===== config.mk =====
export PLATFORM = sky130hd
export DESIGN_NAME = switch_event_queue_flat
export DESIGN_NICKNAME = d
export VERILOG_FILES = /design/src/rtl/switch_event_queue_if.sv /design/src/rtl/switch_event_queue.sv /design/src/flat_wrapper.sv
export SDC_FILE = /design/constraint.sdc
export NUM_CORES = 1
export LEC_CHECK = 0
export ABC_AREA = 1
export ABC_CLOCK_PERIOD_IN_PS = 4000
export CAP_MARGIN = 20
export CORE_MARGIN = 4
export CORE_UTILIZATION = 45
export DETAILED_ROUTE_END_ITERATION = 6
export PLACE_DENSITY_LB_ADDON = 0.2
export SETUP_SLACK_MARGIN = 0.1
export SYNTH_ARGS = -nofsm -noshare
export SYNTH_HDL_FRONTEND = slang
export SYNTH_SLANG_ARGS = --single-unit

===== constraint.sdc =====
create_clock -name clk -period 4 [get_ports clk]
set_clock_uncertainty 0.2 [all_clocks]
set_input_delay 0.8 -clock clk [delete_from_list [all_inputs] [get_ports clk]]
set_output_delay 0.8 -clock clk [all_outputs]
set_load 0.005 [all_outputs]

===== src/rtl/switch_event_queue_if.sv =====
// Event stream between switch_event_queue (master) and its consumer (slave):
// valid/ready handshake plus head data and occupancy.
interface switch_event_queue_if #(
   parameter int unsigned DEPTH = 4
);
   logic                     evt_valid;
   logic                     evt_ready;
   logic [3:0]               evt_data;
   logic [$clog2(DEPTH):0]   evt_count;

   modport master (
      output evt_valid,
      output evt_data,
      output evt_count,
      input  evt_ready
   );

   modport slave (
      input  evt_valid,
      input  evt_data,
      input  evt_count,
      output evt_ready
   );
endinterface


===== src/rtl/switch_event_queue.sv =====
// Converts debounced switch edges into queued {polarity, index} events, one per cycle.
// Falling-edge reporting and rise/fall cancellation are enabled by macro SWITCH_FALL_EVT_EN.
module switch_event_queue #(
   parameter int unsigned DEPTH = 4
) (
   input  logic                  clk,
   input  logic                  rst_n,
   input  logic [7:0]            de_swt,
   switch_event_queue_if.master  evt
);

   localparam int unsigned AW = (DEPTH > 1) ? $clog2(DEPTH) : 1;
   localparam int unsigned CW = AW + 1;

   typedef enum logic {
      S_INIT,
      S_RUN
   } state_t;

   state_t          r_state;
   logic [7:0]      r_prev;
   logic [7:0]      r_pend_rise;
   logic [7:0]      r_pend_fall;
   logic [3:0]      r_mem [DEPTH];
   logic [AW-1:0]   r_wr_ptr;
   logic [AW-1:0]   r_rd_ptr;
   logic [CW-1:0]   r_count;

   logic [7:0]      w_edge;
   logic [7:0]      w_rise;
   logic [7:0]      w_fall;
   logic [7:0]      w_pend_any;
   logic            w_sel_vld;
   logic [2:0]      w_sel_idx;
   logic [7:0]      w_sel_mask;
   logic            w_full;
   logic            w_valid;
   logic            w_pop;
   logic            w_push;
   logic            w_push_pol;
   logic [7:0]      w_pr_base;
   logic [7:0]      w_pf_base;
   logic [7:0]      w_pr_nxt;
   logic [7:0]      w_pf_nxt;

   always_comb begin
      w_pend_any = r_pend_rise | r_pend_fall;
      w_sel_vld  = 1'b0;
      w_sel_idx  = '0;
      for (int unsigned i = 0; i < 8; i++) begin
         if (w_pend_any[i] && !w_sel_vld) begin
            w_sel_vld = 1'b1;
            w_sel_idx = 3'(i);
         end
      end
   end

   assign w_edge     = (r_state == S_RUN) ? (de_swt ^ r_prev) : '0;
   assign w_rise     = w_edge & de_swt;
   assign w_fall     = w_edge & ~de_swt;
   assign w_valid    = (r_count != '0);
   assign w_full     = (r_count == CW'(DEPTH));
   assign w_pop      = w_valid && evt.evt_ready;
   assign w_push     = w_sel_vld && (!w_full || w_pop);
   assign w_sel_mask = w_push ? (8'b1 << w_sel_idx) : '0;

   // The pushed bit is retired first so an edge on that same index lands as a fresh pending bit.
   assign w_pr_base  = r_pend_rise & ~w_sel_mask;
   assign w_pf_base  = r_pend_fall & ~w_sel_mask;

`ifdef SWITCH_FALL_EVT_EN
   assign w_pr_nxt   = (w_pr_base & ~w_fall) | (w_rise & ~w_pf_base);
   assign w_pf_nxt   = (w_pf_base & ~w_rise) | (w_fall & ~w_pr_base);
   assign w_push_pol = r_pend_rise[w_sel_idx];
`else
   assign w_pr_nxt   = w_pr_base | w_rise;
   assign w_pf_nxt   = '0;
   assign w_push_pol = 1'b1;
`endif

   always_ff @(posedge clk or negedge rst_n) begin
      if (!rst_n) begin
         r_state     <= S_INIT;
         r_prev      <= '0;
         r_pend_rise <= '0;
         r_pend_fall <= '0;
         r_wr_ptr    <= '0;
         r_rd_ptr    <= '0;
         r_count     <= '0;
      end else begin
         r_state     <= S_RUN;
         r_prev      <= de_swt;
         r_pend_rise <= w_pr_nxt;
         r_pend_fall <= w_pf_nxt;
         if (w_push) r_wr_ptr <= r_wr_ptr + 1'b1;
         if (w_pop)  r_rd_ptr <= r_rd_ptr + 1'b1;
         case ({w_push, w_pop})
            2'b10:   r_count <= r_count + 1'b1;
            2'b01:   r_count <= r_count - 1'b1;
            default: r_count <= r_count;
         endcase
      end
   end

   // Storage needs no reset: the head is only exposed while the count says it is valid.
   always_ff @(posedge clk) begin
      if (w_push) r_mem[r_wr_ptr] <= {w_push_pol, w_sel_idx};
   end

   assign evt.evt_valid = w_valid;
   assign evt.evt_data  = w_valid ? r_mem[r_rd_ptr] : 4'b0000;
   assign evt.evt_count = r_count;

endmodule


===== src/flat_wrapper.sv =====
// flat-port wrapper written by rule: the top's interface ports become plain ports
module switch_event_queue_flat 
#(
   parameter int unsigned DEPTH = 4
)
  (clk, rst_n, de_swt, evt_evt_valid, evt_evt_data, evt_evt_count, evt_evt_ready);
  switch_event_queue_if #(.DEPTH(DEPTH)) evt_i ();
  input  logic clk;
  input  logic rst_n;
  input  logic [7:0] de_swt;
  output wire logic [$bits(evt_i.evt_valid)-1:0] evt_evt_valid;
  output wire logic [$bits(evt_i.evt_data)-1:0] evt_evt_data;
  output wire logic [$bits(evt_i.evt_count)-1:0] evt_evt_count;
  input wire logic [$bits(evt_i.evt_ready)-1:0] evt_evt_ready;
  assign evt_evt_valid = evt_i.evt_valid;
  assign evt_evt_data = evt_i.evt_data;
  assign evt_evt_count = evt_i.evt_count;
  assign evt_i.evt_ready = evt_evt_ready;
  switch_event_queue #(.DEPTH(DEPTH)) u_core (.clk(clk), .rst_n(rst_n), .de_swt(de_swt), .evt(evt_i));
endmodule

Yosys cells after proc, flatten, opt, wreduce, memory -nomap -nowiden --
Memory sizes are Yosys's and may differ from the RTL's. Index checks and enable logic that the tools add are counted.
Operators by class: add/sub/neg operators 4, multiply operators 0, divide/modulo/power cells 0, $lt $le $gt $ge 0, equal/unequal tests 3, shifts and indexed selects 1, muxes and demuxes 21, bitwise gates (word level) 5, reductions and logical operators 20
Operators with widths (number):
- 3-bit two-way mux | 6
- 8-bit AND | 2
- 8-bit two-way mux | 2
- 1-bit two-way mux | 11
- 1-bit logical AND | 9
- 1-bit zero test | 8
- 8-bit NOT | 1
- 8-bit bitwise OR | 1
- 1-bit by 3-bit left shift with 8-bit output, first input constant | 1
- 8-bit XOR | 1
- 3-bit case mux with 2 select lines | 1
- 2-bit by 1-bit adder with 2-bit output, second input constant | 2
- 4-bit two-way mux | 1
- 3-bit by 1-bit adder with 3-bit output, second input constant | 1
- 3-bit == test, second input constant | 1
- 3-bit nonzero test | 1
- 3-bit by 1-bit subtractor with 3-bit output, second input constant | 1
- 2-bit by 1-bit == test with 1-bit output, second input constant | 1
- 2-bit == test, second input constant | 1
- 2-bit nonzero test | 1
- 1-bit logical OR | 1
Word-level totals: register bits after elaboration 24, latch bits 0, memory bits (writable) 12, ROM bits 0, input port bits 11, logic and storage cells 61, memories 1
Memory list:
- u_core.r_mem | words 4, bits a word 3, read ports 1, clocked after memory_dff 0, wr ports 1, RTL line switch_event_queue.sv:24 | logic [3:0] r_mem [DEPTH];

Logic depth before layout (Yosys ltp) --
depth in word-level cells 27, mapped depth 11

Worst setup path after synthesis --
No wires, ideal clock.
path type input port to flip-flop, start point input evt_evt_ready, end point register u_core.r_count[2], in the netlist u_core.evt.evt_count[2], library setup time 113 ps, data arrival time 1768 ps, data required time 3687 ps, path slack 1919 ps, stages 8, buffers on the path 0, cell sequence inv_1 > nor2_4 > nand3_2 > fa_1 > nand4_1 > nand3_1 > nand2_1 > inv_1
Between the ends: cells in the longest elaborated chain, start to end 5, elaborated cells on any way between the ends 7, classes of those cells 2 x eq/ne; 1 x mux; 4 x reduce/logical
Ends and longest elaborated chain:
- start, declared | RTL line flat_wrapper.sv:14 | input wire logic [$bits(evt_i.evt_ready)-1:0] evt_evt_ready;
- 1-bit logical AND * | RTL line switch_event_queue.sv:63 | assign w_pop = w_valid && evt.evt_ready;
- 1-bit logical OR | RTL line switch_event_queue.sv:64 | assign w_push = w_sel_vld && (!w_full || w_pop);
- 1-bit logical AND | RTL line switch_event_queue.sv:64
- 2-bit by 1-bit == test with 1-bit output / 2-bit == test (equally long branches) | RTL line switch_event_queue.sv:97 | case ({w_push, w_pop})
- 3-bit case mux with 2 select lines / 2-bit nonzero test (equally long branches)
- end signal, assigned | RTL line switch_event_queue.sv:98 | 2'b10: r_count <= r_count + 1'b1;
- end signal, assigned | RTL line switch_event_queue.sv:99 | 2'b01: r_count <= r_count - 1'b1;
- end signal, assigned | RTL line switch_event_queue.sv:100 | default: r_count <= r_count;
- end, declared | RTL line switch_event_queue.sv:27 | logic [CW-1:0] r_count;
Every way passes the cells marked *; elsewhere a longest branch is shown, timed or not. A chain may end at the register's enable or synchronous reset.

Worst setup path after layout --
start point register u_core.r_rd_ptr[0], end point output evt_evt_data[0]
Between the ends: cells in the longest elaborated chain, start to end 2
Ends and longest elaborated chain:
- start, declared | RTL line switch_event_queue.sv:26 | logic [AW-1:0] r_rd_ptr;
- start signal, assigned | RTL line switch_event_queue.sv:96 | if (w_pop) r_rd_ptr <= r_rd_ptr + 1'b1;
- memory read 4 x 3 bit
- 4-bit two-way mux | RTL line switch_event_queue.sv:111 | assign evt.evt_data = w_valid ? r_mem[r_rd_ptr] : 4'b0000;
- end, declared | RTL line flat_wrapper.sv:12 | output wire logic [$bits(evt_i.evt_data)-1:0] evt_evt_data;
No other way between the ends.

==> impl_metrics.prom <==
# TYPE chip_impl_metric gauge
chip_impl_metric{name="cts-root-to-sink-buffers",unit=""} 2
chip_impl_metric{name="required",unit="ns"} 3.00
chip_impl_metric{name="clk_transition_reported_paths",unit="ns"} 0.07
chip_impl_info{name="reg2reg_from",value="u_core.r_pend_rise[0]$_DFF_PN0_"} 1
chip_impl_info{name="run_status",value="complete, no violations"} 1
chip_impl_metric{name="yosys_warning_total",unit=""} 0
chip_impl_metric{name="power.leakage",unit="nW"} 0.922
chip_impl_metric{name="floorplan.die_area",unit="µm²"} 4830
chip_impl_metric{name="timing_hold_violations_final",unit=""} 0
chip_impl_metric{name="finalCriticalPeriod",unit="ns"} 2.70
chip_impl_info{name="hp-class",value="flop to flop"} 1
chip_impl_metric{name="area_growth_syn_to_layout",unit="%"} 18.0
chip_impl_metric{name="final_core_util",unit="%"} 54.9
chip_impl_metric{name="grt_start_max_net_pins",unit=""} 25
chip_impl_metric{name="synthesis.nets",unit=""} 189
chip_impl_metric{name="floorplan.die.width",unit="µm"} 69.5
chip_impl_metric{name="transition_time_at_the_pin_with_the_least_slew_margin",unit="ns"} 0.525
chip_impl_metric{name="place.detailed.hpwl",unit="µm"} 2140
chip_impl_info{name="end_kind",value="output pin"} 1
chip_impl_metric{name="die_y",unit="µm"} 69.5
chip_impl_metric{name="clock_latency",unit="ns"} 0.28
chip_impl_metric{name="relSlewSlack",unit="%"} 64.9
chip_impl_metric{name="worst_hold_slack",unit="ns"} 0.286
chip_impl_metric{name="crit_fanout",unit=""} 8
chip_impl_metric{name="cts-buffers-inserted",unit=""} 5
chip_impl_metric{name="detail-route-antenna-nets",unit=""} 0
chip_impl_info{name="worst_hold_path.endpoint",value="u_core.r_pend_rise[6]$_DFF_PN0_"} 1
chip_impl_info{name="synth.top_cells.by_count",value="sky130_fd_sc_hd__nor2_1 (33), sky130_fd_sc_hd__nand2_1 (27), sky130_fd_sc_hd__dfrtp_1 (24)"} 1
chip_impl_metric{name="port-buffer-count",unit=""} 18
chip_impl_metric{name="timing.final.ws_setup",unit="ns"} 1.30
chip_impl_metric{name="post_synth_inst_count",unit=""} 173
chip_impl_metric{name="dpl.cell_count",unit=""} 236
chip_impl_metric{name="yosys_register_bits",unit=""} 36
chip_impl_info{name="rsz0062_at_grt",value="no"} 1
chip_impl_metric{name="drt-vias-per-instance",unit=""} 4.78
chip_impl_metric{name="diode_count",unit=""} 0
chip_impl_metric{name="initial_antenna_violation_count",unit=""} 0
chip_impl_metric{name="worst_r2r_path_depth",unit=""} 10
chip_impl_metric{name="htree_levels",unit=""} 2
chip_impl_metric{name="pin_count",unit=""} 19
chip_impl_metric{name="placementRows",unit=""} 22
chip_impl_metric{name="synth.distinct_cells",unit=""} 30
chip_impl_metric{name="synth.avg_cell_area",unit="µm²"} 9.84
chip_impl_metric{name="asyncSetResetFlopFracSynth",unit="%"} 66.7
chip_impl_metric{name="gp_congestion",unit=""} 0.831
chip_impl_metric{name="final_max_slew_viol_count",unit=""} 0
chip_impl_metric{name="layoutNonFillerInstCount",unit=""} 245
chip_impl_metric{name="start_util",unit="%"} 46.5
chip_impl_metric{name="layout_cell_area_excl_fill",unit="µm²"} 2010
chip_impl_metric{name="p_per_area",unit="nW/µm²"} 747
chip_impl_metric{name="post_layout_total_power",unit="mW"} 1.50
chip_impl_info{name="synth_largest_area_cell",value="sky130_fd_sc_hd__dfrtp_1"} 1
chip_impl_metric{name="fmax",unit="MHz"} 370
chip_impl_metric{name="report.final.setup_viol",unit=""} 0
chip_impl_metric{name="synth_enable_flop_cells",unit=""} 12
chip_impl_info{name="setup.worst_path.start_class",value="flop"} 1
chip_impl_metric{name="netlist_area",unit="µm²"} 1700
chip_impl_metric{name="post_cts_resized",unit=""} 0
chip_impl_info{name="timing.hold.worst.start",value="u_core.r_prev[6]$_DFF_PN0_"} 1
chip_impl_info{name="rr_endpoint",value="u_core.evt.evt_count[2]$_DFFE_PN0P_"} 1
chip_impl_info{name="synth-main-ff-cell",value="sky130_fd_sc_hd__dfrtp_1"} 1
chip_impl_metric{name="crit_arrival",unit="ns"} 1.70
chip_impl_metric{name="drt_drc_violations_left",unit=""} 0
chip_impl_metric{name="routedWlPerCell",unit="µm"} 11.3
chip_impl_metric{name="routed_wl",unit="µm"} 2770
chip_impl_info{name="synth.most_common_cell",value="sky130_fd_sc_hd__nor2_1"} 1
chip_impl_metric{name="setup_tns_final",unit="ns"} 0
chip_impl_metric{name="final_net_count",unit=""} 212
chip_impl_metric{name="core-area",unit="µm²"} 3660
chip_impl_metric{name="grt_first_pass_wirelength",unit="µm"} 4970
chip_impl_metric{name="hold_path_depth",unit=""} 3
chip_impl_metric{name="first_iter_violations",unit=""} 52
chip_impl_info{name="cts_tree",value="done"} 1
chip_impl_metric{name="gr-usage-all-layers",unit="%"} 12.8
chip_impl_metric{name="cts.hold.buffers_added",unit=""} 0
chip_impl_metric{name="yosysTopAreaCellShare",unit="%"} 35.3
chip_impl_metric{name="grt_pass1_vias",unit=""} 1169
chip_impl_metric{name="vdd_drop_max",unit="µV"} 313
chip_impl_metric{name="layout-drive-gt1-share",unit="%"} 13.2
chip_impl_metric{name="setup_slack_of_the_worst_register_to_register_path",unit="ns"} 1.85
chip_impl_metric{name="cts_sinks",unit=""} 36
chip_impl_metric{name="drt_first_pass_iters",unit=""} 4
chip_impl_info{name="netlist_top_cells_area",value="sky130_fd_sc_hd__dfrtp_1 (35%), sky130_fd_sc_hd__edfxtp_1 (21%), sky130_fd_sc_hd__nor2_1 (7.3%), sky130_fd_sc_hd__nand2_1 (6.0%), sky130_fd_sc_hd__inv_1 (4.8%)"} 1
chip_impl_metric{name="cts_setup_buffers",unit=""} 0
chip_impl_info{name="root_buffer",value="sky130_fd_sc_hd__clkbuf_8"} 1
chip_impl_metric{name="drv_cap",unit=""} 0
chip_impl_info{name="class_of_the_most_critical_setup_path",value="flop to output pin"} 1
chip_impl_metric{name="synth_seq_area_share",unit="%"} 56.4
chip_impl_metric{name="dr_total_vias",unit=""} 1171
chip_impl_metric{name="grt_overflow",unit=""} 0
chip_impl_metric{name="post-route-period-util",unit="%"} 67.5
chip_impl_metric{name="postPlaceCellArea",unit="µm²"} 1910
chip_impl_metric{name="dpl_ws",unit="ns"} 1.32
## sequential cells by signal, summed over array words and instances (netlist names)
signal,flops
u_core.r_pend_rise,8
u_core.r_rd_ptr,2
u_core.evt.evt_count,3
u_core.r_prev,8
u_core.r_mem,12
u_core.r_wr_ptr,2
u_core.r_state,1
## report_power, final
group | switching (mW) | total (mW) | internal [mW] | leakage [nW]
clock network | 0.118 | 0.236 | 0.118 | 0.0453
registers | 0.105 | 0.660 | 0.555 | 0.395
logic | 0.339 | 0.605 | 0.266 | 0.481
## routing by layer
metal / part of all wire (%) / global-route usage [%] / routed length [µm]
met3: 4.3 / 3.48 / 118
met4: 0.83 / 6.51 / 23
met1: 43 / 14.8 / 1200
met5: 0 / 0 / 0
met2: 52 / 21.8 / 1430
## placed cells by master, fill, tap and decap left out
cell type and instances:
sky130_fd_sc_hd__o21ai_0 11, sky130_fd_sc_hd__nand2_2 2, sky130_fd_sc_hd__a21oi_1 3, sky130_fd_sc_hd__nand4_2 1
sky130_fd_sc_hd__nor2_2 2, sky130_fd_sc_hd__nand4_1 2, sky130_fd_sc_hd__clkinv_2 2, sky130_fd_sc_hd__a41oi_1 1
sky130_fd_sc_hd__nor3_4 1, sky130_fd_sc_hd__nor2_4 3, sky130_fd_sc_hd__edfxtp_1 12, sky130_fd_sc_hd__nand3b_1 1
sky130_fd_sc_hd__nor2_1 33, sky130_fd_sc_hd__nand2_4 1, sky130_fd_sc_hd__inv_1 22, sky130_fd_sc_hd__o21ai_2 1
sky130_fd_sc_hd__buf_8 1, sky130_fd_sc_hd__ha_1 4, sky130_fd_sc_hd__nand2_1 27, sky130_fd_sc_hd__dfrtp_1 24
sky130_fd_sc_hd__a21oi_2 1, sky130_fd_sc_hd__clkinv_1 1, sky130_fd_sc_hd__clkdlybuf4s50_1 18, sky130_fd_sc_hd__fa_1 1
sky130_fd_sc_hd__xor2_2 2, sky130_fd_sc_hd__inv_2 2, sky130_fd_sc_hd__clkbuf_8 5, sky130_fd_sc_hd__nand3_2 2
sky130_fd_sc_hd__nand3_1 4, sky130_fd_sc_hd__o21ai_1 5, sky130_fd_sc_hd__conb_1 1, sky130_fd_sc_hd__xor2_1 1
## worst max-delay path by stage
stage / from / endpoint
after detailed placement: evt_evt_ready / u_core.evt.evt_count[2]$_DFFE_PN0P_
after CTS: u_core.r_rd_ptr[0]$_DFFE_PN0P_ / evt_evt_data[0]
after global routing: u_core.r_rd_ptr[0]$_DFFE_PN0P_ / evt_evt_data[0]
final: u_core.r_rd_ptr[0]$_DFFE_PN0P_ / evt_evt_data[0]
after global placement: evt_evt_ready / u_core.evt.evt_count[2]$_DFFE_PN0P_
after floorplan: evt_evt_ready / u_core.evt.evt_count[2]$_DFFE_PN0P_
## layout make-up
cell class,instances,area (µm²)
inverters,24,90.1
flip-flops and latches,36,961
clock buffers,5,68.8
repair buffers,19,195
fillers,337,1650
well taps,48,60.1
multi-input cells,110,621
clock inverters,3,13.8
## cells by family (layout without fill, tap and decap cells)
kind of cell | Yosys count | count (layout) | synth area share (%)
AO/OA/AOI/OAI | 22 | 22 | 7.13
XOR/XNOR | 3 | 3 | 2.42
adder cells (fa/ha/maj) | 5 | 5 | 4.11
buffers and inverters | 27 | 51 | 7.13
flip-flops | 36 | 36 | 56.4
other | 1 | 1 | 0.220
AND/OR/NAND/NOR | 79 | 79 | 22.6
## critical path: stages, from the launching register on
cell and delay [ns]:
sky130_fd_sc_hd__dfrtp_1 0.46, sky130_fd_sc_hd__inv_1 0.18, sky130_fd_sc_hd__o21ai_0 0.11, sky130_fd_sc_hd__a21oi_1 0.15, sky130_fd_sc_hd__clkdlybuf4s50_1 0.51
No activity file was read; power rests on OpenSTA's default activity.
